<file path="config.mk">
export PLATFORM = sky130hd
export DESIGN_NAME = mips_multicycle_ctrl_flat
export DESIGN_NICKNAME = d
export VERILOG_FILES = /design/src/rtl/mips_multicycle_ctrl_if.sv /design/src/rtl/mips_multicycle_ctrl.sv /design/src/flat_wrapper.sv
export SDC_FILE = /design/constraint.sdc
export NUM_CORES = 1
export LEC_CHECK = 0
export BUFFER_PORTS_ARGS = -buffer_cell sky130_fd_sc_hd__buf_2
export CAP_MARGIN = 20
export CELL_PAD_IN_SITES_DETAIL_PLACEMENT = 2
export CELL_PAD_IN_SITES_GLOBAL_PLACEMENT = 2
export CORE_MARGIN = 4
export CORE_UTILIZATION = 28
export DETAILED_ROUTE_END_ITERATION = 12
export PLACE_DENSITY_LB_ADDON = 0.1
export REMOVE_ABC_BUFFERS = 1
export SETUP_SLACK_MARGIN = 0.02
export SLEW_MARGIN = 20
export SYNTH_ARGS = -nofsm -noshare
export SYNTH_HDL_FRONTEND = slang
export SYNTH_SLANG_ARGS = --single-unit
</file>
<file path="constraint.sdc">
create_clock -name clock -period 3.85 [get_ports clock]
set_input_delay 0.77 -clock clock [delete_from_list [all_inputs] [get_ports clock]]
set_output_delay 0.77 -clock clock [all_outputs]
set_load 0.02 [all_outputs]
</file>
<file path="src/rtl/mips_multicycle_ctrl_if.sv">
// mips_multicycle_ctrl_if: instruction fields, memory handshake and datapath strobes of the control unit
interface mips_multicycle_ctrl_if #(parameter int CNT_W = 32);
    logic [5:0]       opcode;
    logic [5:0]       funct;
    logic             mem_ready;
    logic             pc_write;
    logic             pc_write_cond;
    logic             iord;
    logic             mem_read;
    logic             mem_write;
    logic             ir_write;
    logic             reg_write;
    logic             reg_dst;
    logic             mem_to_reg;
    logic             alu_src_a;
    logic [1:0]       alu_src_b;
    logic [2:0]       alu_ctrl;
    logic [1:0]       pc_source;
    logic [3:0]       state;
    logic             retire;
    logic             illegal_op;
    logic [CNT_W-1:0] instr_count;

    modport master (
        input  opcode, funct, mem_ready,
        output pc_write, pc_write_cond, iord, mem_read, mem_write, ir_write,
               reg_write, reg_dst, mem_to_reg, alu_src_a, alu_src_b, alu_ctrl,
               pc_source, state, retire, illegal_op, instr_count
    );

    modport slave (
        output opcode, funct, mem_ready,
        input  pc_write, pc_write_cond, iord, mem_read, mem_write, ir_write,
               reg_write, reg_dst, mem_to_reg, alu_src_a, alu_src_b, alu_ctrl,
               pc_source, state, retire, illegal_op, instr_count
    );
endinterface

</file>
<file path="src/rtl/mips_multicycle_ctrl.sv">
// mips_multicycle_ctrl: multi-cycle MIPS control FSM with memory stall, retire counter and illegal-op flag
module mips_multicycle_ctrl #(parameter int CNT_W = 32) (
    input logic clock,
    input logic reset,
    mips_multicycle_ctrl_if.master bus
);
    typedef enum logic [3:0] {
        FETCH = 4'd0, DECODE = 4'd1, MEMADR = 4'd2, MEMRD = 4'd3, MEMWB = 4'd4, MEMWR = 4'd5,
        RTYPE_EX = 4'd6, RTYPE_WB = 4'd7, BEQ_EX = 4'd8, ADDI_EX = 4'd9, ADDI_WB = 4'd10, J_EX = 4'd11
    } state_t;

    typedef struct packed {
        logic       pc_write;
        logic       pc_write_cond;
        logic       iord;
        logic       mem_read;
        logic       mem_write;
        logic       ir_write;
        logic       reg_write;
        logic       reg_dst;
        logic       mem_to_reg;
        logic       alu_src_a;
        logic [1:0] alu_src_b;
        logic [2:0] alu_ctrl;
        logic [1:0] pc_source;
        logic       retire;
        logic       illegal_op;
    } ctl_t;

    localparam logic [5:0] OP_R = 6'b000000, OP_LW = 6'b100011, OP_SW = 6'b101011;
    localparam logic [5:0] OP_BEQ = 6'b000100, OP_ADDI = 6'b001000, OP_J = 6'b000010;
    localparam logic [5:0] FN_ADD = 6'b100000, FN_SUB = 6'b100010, FN_AND = 6'b100100;
    localparam logic [5:0] FN_OR = 6'b100101, FN_SLT = 6'b101010;
    localparam logic [2:0] ALU_ADD = 3'b010, ALU_SUB = 3'b110;

    state_t           st, nx;
    ctl_t             c;
    logic [CNT_W-1:0] cnt;
    logic             rdy;
    logic             fn_ok;
    logic [2:0]       fn_alu;

    assign rdy = bus.mem_ready;

    // funct decode for R-type ALU operation and legality
    always_comb begin
        fn_ok  = (bus.funct == FN_ADD) || (bus.funct == FN_SUB) || (bus.funct == FN_AND) ||
                 (bus.funct == FN_OR) || (bus.funct == FN_SLT);
        fn_alu = (bus.funct == FN_SUB) ? ALU_SUB :
                 (bus.funct == FN_AND) ? 3'b000 :
                 (bus.funct == FN_OR)  ? 3'b001 :
                 (bus.funct == FN_SLT) ? 3'b111 : ALU_ADD;
    end

    // Moore strobes and next state; reset blanks every strobe so an aborted access never retires
    always_comb begin
        c  = '0;
        nx = FETCH;
        case (st)
            FETCH: begin
                c.mem_read  = 1'b1;
                c.alu_src_b = 2'b01;
                c.alu_ctrl  = ALU_ADD;
                c.ir_write  = rdy;
                c.pc_write  = rdy;
                nx          = rdy ? DECODE : FETCH;
            end
            DECODE: begin
                c.alu_src_b = 2'b11;
                c.alu_ctrl  = ALU_ADD;
                if (bus.opcode == OP_LW || bus.opcode == OP_SW) nx = MEMADR;
                else if (bus.opcode == OP_R && fn_ok) nx = RTYPE_EX;
                else if (bus.opcode == OP_BEQ) nx = BEQ_EX;
                else if (bus.opcode == OP_ADDI) nx = ADDI_EX;
                else if (bus.opcode == OP_J) nx = J_EX;
                else c.illegal_op = 1'b1;
            end
            MEMADR: begin
                c.alu_src_a = 1'b1;
                c.alu_src_b = 2'b10;
                c.alu_ctrl  = ALU_ADD;
                nx          = (bus.opcode == OP_SW) ? MEMWR : MEMRD;
            end
            MEMRD: begin
                c.mem_read = 1'b1;
                c.iord     = 1'b1;
                nx         = rdy ? MEMWB : MEMRD;
            end
            MEMWB: begin
                c.reg_write  = 1'b1;
                c.mem_to_reg = 1'b1;
                c.retire     = 1'b1;
            end
            MEMWR: begin
                c.mem_write = 1'b1;
                c.iord      = 1'b1;
                c.retire    = rdy;
                nx          = rdy ? FETCH : MEMWR;
            end
            RTYPE_EX: begin
                c.alu_src_a = 1'b1;
                c.alu_ctrl  = fn_alu;
                nx          = RTYPE_WB;
            end
            RTYPE_WB: begin
                c.reg_write = 1'b1;
                c.reg_dst   = 1'b1;
                c.alu_ctrl  = fn_alu;
                c.retire    = 1'b1;
            end
            BEQ_EX: begin
                c.alu_src_a     = 1'b1;
                c.alu_ctrl      = ALU_SUB;
                c.pc_write_cond = 1'b1;
                c.pc_source     = 2'b01;
                c.retire        = 1'b1;
            end
            ADDI_EX: begin
                c.alu_src_a = 1'b1;
                c.alu_src_b = 2'b10;
                c.alu_ctrl  = ALU_ADD;
                nx          = ADDI_WB;
            end
            ADDI_WB: begin
                c.reg_write = 1'b1;
                c.retire    = 1'b1;
            end
            J_EX: begin
                c.pc_write  = 1'b1;
                c.pc_source = 2'b10;
                c.retire    = 1'b1;
            end
            default: nx = FETCH;
        endcase
        if (reset) c = '0;
    end

    // state register and retired-instruction counter
    always_ff @(posedge clock) begin
        if (reset) begin
            st  <= FETCH;
            cnt <= '0;
        end else begin
            st  <= nx;
            cnt <= cnt + CNT_W'(c.retire);
        end
    end

    assign bus.pc_write      = c.pc_write;
    assign bus.pc_write_cond = c.pc_write_cond;
    assign bus.iord          = c.iord;
    assign bus.mem_read      = c.mem_read;
    assign bus.mem_write     = c.mem_write;
    assign bus.ir_write      = c.ir_write;
    assign bus.reg_write     = c.reg_write;
    assign bus.reg_dst       = c.reg_dst;
    assign bus.mem_to_reg    = c.mem_to_reg;
    assign bus.alu_src_a     = c.alu_src_a;
    assign bus.alu_src_b     = c.alu_src_b;
    assign bus.alu_ctrl      = c.alu_ctrl;
    assign bus.pc_source     = c.pc_source;
    assign bus.retire        = c.retire;
    assign bus.illegal_op    = c.illegal_op;
    assign bus.state         = reset ? 4'd0 : st;
    assign bus.instr_count   = cnt;
endmodule
</file>
<file path="src/flat_wrapper.sv">
// flat-port wrapper written by rule: the top's interface ports become plain ports
module mips_multicycle_ctrl_flat 
#(parameter int CNT_W = 32)
  (clock, reset, bus_opcode, bus_funct, bus_mem_ready, bus_pc_write, bus_pc_write_cond, bus_iord, bus_mem_read, bus_mem_write, bus_ir_write, bus_reg_write, bus_reg_dst, bus_mem_to_reg, bus_alu_src_a, bus_alu_src_b, bus_alu_ctrl, bus_pc_source, bus_state, bus_retire, bus_illegal_op, bus_instr_count);
  mips_multicycle_ctrl_if #(.CNT_W(CNT_W)) bus_i ();
  input logic clock;
  input logic reset;
  input wire logic [$bits(bus_i.opcode)-1:0] bus_opcode;
  input wire logic [$bits(bus_i.funct)-1:0] bus_funct;
  input wire logic [$bits(bus_i.mem_ready)-1:0] bus_mem_ready;
  output wire logic [$bits(bus_i.pc_write)-1:0] bus_pc_write;
  output wire logic [$bits(bus_i.pc_write_cond)-1:0] bus_pc_write_cond;
  output wire logic [$bits(bus_i.iord)-1:0] bus_iord;
  output wire logic [$bits(bus_i.mem_read)-1:0] bus_mem_read;
  output wire logic [$bits(bus_i.mem_write)-1:0] bus_mem_write;
  output wire logic [$bits(bus_i.ir_write)-1:0] bus_ir_write;
  output wire logic [$bits(bus_i.reg_write)-1:0] bus_reg_write;
  output wire logic [$bits(bus_i.reg_dst)-1:0] bus_reg_dst;
  output wire logic [$bits(bus_i.mem_to_reg)-1:0] bus_mem_to_reg;
  output wire logic [$bits(bus_i.alu_src_a)-1:0] bus_alu_src_a;
  output wire logic [$bits(bus_i.alu_src_b)-1:0] bus_alu_src_b;
  output wire logic [$bits(bus_i.alu_ctrl)-1:0] bus_alu_ctrl;
  output wire logic [$bits(bus_i.pc_source)-1:0] bus_pc_source;
  output wire logic [$bits(bus_i.state)-1:0] bus_state;
  output wire logic [$bits(bus_i.retire)-1:0] bus_retire;
  output wire logic [$bits(bus_i.illegal_op)-1:0] bus_illegal_op;
  output wire logic [$bits(bus_i.instr_count)-1:0] bus_instr_count;
  assign bus_i.opcode = bus_opcode;
  assign bus_i.funct = bus_funct;
  assign bus_i.mem_ready = bus_mem_ready;
  assign bus_pc_write = bus_i.pc_write;
  assign bus_pc_write_cond = bus_i.pc_write_cond;
  assign bus_iord = bus_i.iord;
  assign bus_mem_read = bus_i.mem_read;
  assign bus_mem_write = bus_i.mem_write;
  assign bus_ir_write = bus_i.ir_write;
  assign bus_reg_write = bus_i.reg_write;
  assign bus_reg_dst = bus_i.reg_dst;
  assign bus_mem_to_reg = bus_i.mem_to_reg;
  assign bus_alu_src_a = bus_i.alu_src_a;
  assign bus_alu_src_b = bus_i.alu_src_b;
  assign bus_alu_ctrl = bus_i.alu_ctrl;
  assign bus_pc_source = bus_i.pc_source;
  assign bus_state = bus_i.state;
  assign bus_retire = bus_i.retire;
  assign bus_illegal_op = bus_i.illegal_op;
  assign bus_instr_count = bus_i.instr_count;
  mips_multicycle_ctrl #(.CNT_W(CNT_W)) u_core (.clock(clock), .reset(reset), .bus(bus_i));
endmodule
</file>
==> flow_metrics.py, run 1 <==
metrics = {
    "outcome": {
        "status": "finished, final reports clean",
    },
    "logic_synthesis": {
        "synthArstFlopShare": 0,
        "synth-compound-area-share": 0.1492,
        "synth_top_family_by_area": "simple AND/OR/NAND/NOR gates",
        "muxShareOfSynthArea": 0.03018,
        "yosysUniqueCellTypes": 47,
        "synth_edf_count": 0,
        "synthCells": 282,
        "yosysSeqAreaShare": 0.3280,
        "synthSimpleGateAreaFrac": 0.3787,
        "synth.avg_cell_area_um2": 7.791,
        "synth_fa_ha_area_frac": 0.01139,
        "ys.flop_type": "dfxtp_1",
        "netlist_area_um2": 2197,
        "ys_warn_count": 0,
        "yosys.area_share.xor_xnor": 0.06777,
        "ys_ff_latch": 36,
    },
    "layout": {
        "area_delta_synth_final_pct": 24.26,
        "multi_input_area_um2": 1400,
        "final_common_cell": "buf_2",
        "layout.nets": 364,
        "antenna_cells": 0,
        "fillers": 948,
        "drive_gt1_frac": 0.2615,
        "layout_common_cells": "buf_2, dfxtp_1, nor2_1",
        "regArea_um2": 720.7,
    },
    "floorplan": {
        "floorplan.initialDensity": 0.2858,
        "dieArea_um2": 9328,
        "die_x_um": 96.58,
        "pin_count": 70,
        "rows": 32,
        "core_um2": 7687,
        "die_h_um": 96.58,
    },
    "setup_path": {
        "startpoint": "u_core.st[3]",
        "startpoint_type": "flop",
        "critPathRequiredTime_ns": 4.03,
        "crit_path_max_fanout": 15,
        "r2r_start": "u_core.st[3]",
        "cp-end-kind": "flop",
        "arrival_ns": 3.40,
        "timing_worst_setup_path_type": "flop to flop",
    },
    "global_routing": {
        "overflow": 0,
        "grt_start_max_net_pins": 41,
        "antenna_found_initial": 0,
        "grt_usage": 0.1647,
        "grt_pass1_vias": 2421,
        "grt_pass1_wl_um": 12070,
    },
    "detailed_routing": {
        "wire_per_inst_um": 16.33,
        "drt_iter0_markers": 46,
        "dr.pass1.iters": 4,
        "vias_per_cell": 5.249,
        "wl_um": 7350,
        "drc_errors": 0,
        "num_vias": 2362,
        "antenna_left": 0,
    },
    "hold_path": {
        "hold_path.class": "flop to flop",
        "hp-start": "u_core.bus.instr_count[29]",
    },
    "timing": {
        "max_slew.worst_pin.slew_ns": 0.7370,
        "rsz0062_at_grt": "no",
        "slew_viol_final": 0,
        "period_share": 0.8356,
        "fmax_mhz": 310.8,
        "final.setup_skew_ns": 0.009066,
        "setup_viol": 0,
        "hold_viol_final": 0,
        "min_period_ns": 3.217,
        "max-slew-margin-rel": 0.5073,
        "final.setup.tns_ns": 0,
    },
    "cts": {
        "clock-sinks": 36,
        "numCtsBuffers": 5,
        "clkLatencyLatePin_ns": 0.29,
        "cts_resized": 0,
        "cts-root-buf": "clkbuf_8",
        "htreeDepth": 2,
        "cts_tree": "done",
        "cts_hold_buf": 0,
        "clk_transition_reported_paths_ns": 0.08,
        "postCtsSetupBuffers": 0,
        "cts_max_path_buffers": 2,
    },
    "placement": {
        "gp_congestion": 0.7560,
        "io_buffers": 69,
        "post-dp-hpwl_um": 5570,
    },
    "power": {
        "ir_worst_vdd_v": 0.0001102,
        "p_per_area_nw_per_um2": 260.8,
        "total_power_uw": 712.1,
        "p_leak_uw": 0.001147,
    },
    "job": {
        "cap_violations": 0,
    },
}
[area by class of cell]
cell class	instances	area share
Tap cell	102	0.04675
Clock buffer	5	0.02521
Clock inverter	3	0.006874
Timing Repair Buffer	73	0.1375
Inverter	5	0.006874
Multi-Input combinational cell	226	0.5128
Sequential cell	36	0.2640
[cells by family (layout without fill, tap and decap cells)]
kind of cell | after synthesis | after routing
muxes | 6 | 6
xor gates and xnor gates | 17 | 17
AOI/OAI and AO/OA | 52 | 52
DFF | 36 | 36
adders and majority gates | 2 | 2
buffers and inverters | 20 | 86
and+or+nand+nor | 149 | 149
[worst max-delay path: stages (launching register included)]
cell and delay [ns]:
dfxtp_1 0.47, nor2b_1 0.48, a22oi_1 0.20, nor3_1 0.24
ha_1 0.28, ha_1 0.23, and3_2 0.30, nand3_1 0.28
nor4_1 0.28, mux2_2 0.37
[worst paths after layout]
path | to | slack (ns) | cells after the start
setup / recovery | u_core.bus.instr_count[24] | 0.63 | 9
hold / removal | u_core.bus.instr_count[29] | 0.52 | 2
setup reg to reg | u_core.bus.instr_count[24] | 0.63 | 9
hold reg to reg | u_core.bus.instr_count[29] | 0.52 | 2
[flip-flops by register name (all words and copies together) (netlist names)]
register / cells
u_core.bus.instr_count: 32
u_core.st: 4
[through the flow]
stage / utilization / instances / hold WS (ns) / worst slack (ns) / cell area, µm²
after floorplan: - / 267 / 0.5652 / 0.6971 / 2140
after global placement: 0.3438 / 442 / 0.5121 / 0.7536 / 2643
after detailed placement: 0.3438 / 442 / 0.5234 / 0.6101 / 2643
after CTS: 0.3551 / 450 / 0.5359 / 0.6030 / 2730
after global routing: 0.3551 / 450 / 0.5603 / 0.3812 / 2730
final: 0.3551 / 450 / 0.5224 / 0.6330 / 2730
[per-layer routing]
layer  global-route usage  vias to the layer above  part of all wire
met5                    0                        -                 0
met4              0.03855                        0            0.0086
met3              0.02634                        4             0.031
met2               0.2891                       42              0.50
met1               0.2107                     1155              0.46
li1                     -                     1161                 -
[Yosys cell counts (all sizes together) (3+ instances only)]
| cell | n | area, µm² |
|---|---|---|
| a21oi | 19 | 95.09 |
| and2 | 4 | 25.02 |
| and3 | 7 | 45.05 |
| and4 | 4 | 36.29 |
| buf | 3 | 12.51 |
| clkbuf | 12 | 45.04 |
| dfxtp | 36 | 720.7 |
| inv | 5 | 18.77 |
| mux2 | 5 | 56.30 |
| nand2 | 18 | 67.56 |
| nand2b | 4 | 25.02 |
| nand3 | 16 | 80.08 |
| nand4 | 10 | 68.81 |
| nor2 | 31 | 116.4 |
| nor2b | 17 | 106.4 |
| nor3 | 8 | 40.04 |
| nor3b | 3 | 22.52 |
| nor4 | 10 | 62.56 |
| o21ai | 9 | 45.04 |
| o21bai | 3 | 22.52 |
| o31ai | 9 | 67.56 |
| or3 | 3 | 20.02 |
| or4 | 10 | 78.82 |
| xnor2 | 7 | 61.31 |
| xor2 | 10 | 87.58 |
[power by group]
group | internal [µW] | total (µW) | leakage (µW) | switching (µW)
registers | 373 | 376 | 0.000290 | 3.10
clock network | 126 | 275 | 0.0000479 | 148
logic | 21.7 | 61.7 | 0.000809 | 40.0
Power figures use the tool's default switching activity.
==> run 2, diff against run 1 <==
- clock period: 3.85 -> 3.4 ns (I/O delays scaled with it)
==> flow_metrics.py, run 2 (synthesis results as in run 1) <==
metrics = {
    "power": {
        "p_int_uw": 665.8,
        "total_power_uw": 881.1,
        "ir_worst_vdd_v": 0.0001492,
        "p_leak_uw": 0.001180,
        "p_clk_frac": 0.436,
        "combPwrFrac": 0.082,
        "p_seq_frac": 0.482,
        "p_sw_uw": 215.3,
        "switching_share": 0.2443,
        "p_per_area_nw_per_um2": 316.1,
    },
    "layout": {
        "area_delta_synth_final_pct": 26.88,
        "antenna_cells": 0,
        "drive_gt1_frac": 0.2691,
        "layout_common_cells": "buf_2, dfxtp_1, nor2_1",
        "largest_reg_flops": 32,
        "post-route-util": 0.3626,
        "fin_area_um2": 2788,
        "regArea_um2": 720.7,
        "layout.cells.non_filler": 455,
        "layout.nets": 369,
        "multi_input_area_um2": 1400,
        "fillers": 948,
        "final_common_cell": "buf_2",
    },
    "placement": {
        "io_buffers": 69,
        "dpl-instance-area_um2": 2680,
        "dp.cells": 447,
        "gp_congestion": 0.7487,
        "post-dp-hpwl_um": 5518,
    },
    "global_routing": {
        "grt_usage": 0.1633,
        "grt_start_max_net_pins": 52,
        "grt_pass1_vias": 2477,
        "grt_pass1_wl_um": 12090,
        "met3_usage": 0.03253,
        "grtUsageMet2": 0.2851,
        "antenna_found_initial": 0,
        "grt-busiest-layer": "met2",
        "met1_usage": 0.2089,
        "overflow": 0,
    },
    "cts": {
        "clkLatencyLatePin_ns": 0.29,
        "cts_hold_buf": 0,
        "postCtsSetupBuffers": 0,
        "cts-root-buf": "clkbuf_8",
        "numCtsBuffers": 5,
        "cts_resized": 0,
        "clk_transition_reported_paths_ns": 0.08,
        "htreeDepth": 2,
        "clock-sinks": 36,
        "cts_tree": "done",
        "cts_max_path_buffers": 2,
    },
    "timing": {
        "slew_viol_final": 0,
        "fmax_mhz": 344.9,
        "hold_viol_final": 0,
        "max-slew-margin-rel": 0.5050,
        "min_period_ns": 2.899,
        "setup_viol": 0,
        "final.setup.tns_ns": 0,
        "period_share": 0.8527,
        "final.setup_skew_ns": 0.002989,
        "max_slew.worst_pin.slew_ns": 0.7405,
        "rsz0062_at_grt": "no",
    },
    "detailed_routing": {
        "num_vias": 2382,
        "drc_errors": 0,
        "dr.pass1.iters": 4,
        "vias_per_cell": 5.235,
        "wl_um": 7313,
        "drt_iter0_markers": 56,
        "antenna_left": 0,
        "wire_per_inst_um": 16.07,
    },
    "setup_path": {
        "timing_worst_setup_path_type": "flop to flop",
        "startpoint_type": "flop",
        "critPathRequiredTime_ns": 3.58,
        "startpoint": "u_core.st[2]",
        "crit_path_max_fanout": 9,
        "r2r_start": "u_core.st[2]",
        "ff2ff_path_depth": 10,
        "arrival_ns": 3.08,
        "cp-end-kind": "flop",
    },
    "hold_path": {
        "hold_depth": 2,
        "hp-start": "u_core.bus.instr_count[23]",
        "hold_path.class": "flop to flop",
    },
    "floorplan": {
        "die_x_um": 96.58,
        "die_h_um": 96.58,
        "floorplan.initialDensity": 0.2858,
        "pin_count": 70,
        "core_um2": 7687,
        "rows": 32,
        "dieArea_um2": 9328,
    },
    "job": {
        "cap_violations": 0,
    },
    "outcome": {
        "status": "finished, final reports clean",
    },
}
-- run 2: changes by cell type in the layout (fill, tap and decap cells not counted), sizes merged --
cell | before | now
clkbuf | 5 | 6
buf | 73 | 78
clkinv | 3 | 1
bufinv | 0 | 1
-- run 2: power groups by stage --
stage / registers (µW) / clock network, µW / logic [µW]
finish: 424 / 384 / 72.5
global route: 425 / 418 / 81.0
CTS: 424 / 400 / 73.6
detailed placement: 434 / 0 / 73.1
global placement: 434 / 0 / 72.2
floorplan: 434 / 0 / 32.4
-- run 2: through the flow --
| step | hold slack (ns) | setup slack [ns] |
|---|---|---|
| after global routing | 0.5682 | 0.2688 |
| after CTS | 0.5326 | 0.4897 |
| after global placement | 0.5079 | 0.5162 |
| after floorplan | 0.5652 | 0.2471 |
| after detailed placement | 0.5205 | 0.3528 |
| final | 0.5253 | 0.5010 |
-- run 2: final cells by class --
class,instances,area share
multi-input combinational,226,0.5022
sequential,36,0.2585
timing repair buffer,78,0.1481
tap,102,0.04578
clock buffer,6,0.02603
clock inverter,2,0.01257
inverter,5,0.006733
-- run 2: worst paths after layout --
kind	endpoint	slack, ns
worst max-delay path	u_core.bus.instr_count[24]	0.50
worst min register to register	u_core.bus.instr_count[23]	0.53
worst min-delay path	u_core.bus.instr_count[23]	0.53
worst max register to register	u_core.bus.instr_count[24]	0.50
-- run 2: critical path: stages, from the launching register on --
cell and delay [ns]:
dfxtp_1 0.40, nor2b_1 0.16, buf_4 0.15, a22oi_1 0.10, nor3_1 0.21, ha_1 0.28
ha_1 0.24, and3_2 0.30, nand3_1 0.28, nor4_1 0.30, mux2_2 0.37
-- run 2: layer usage --
metal	vias up	share of wire
li1	1163	-
met1	1173	0.46
met2	42	0.49
met3	4	0.035
met4	0	0.0057
met5	-	0
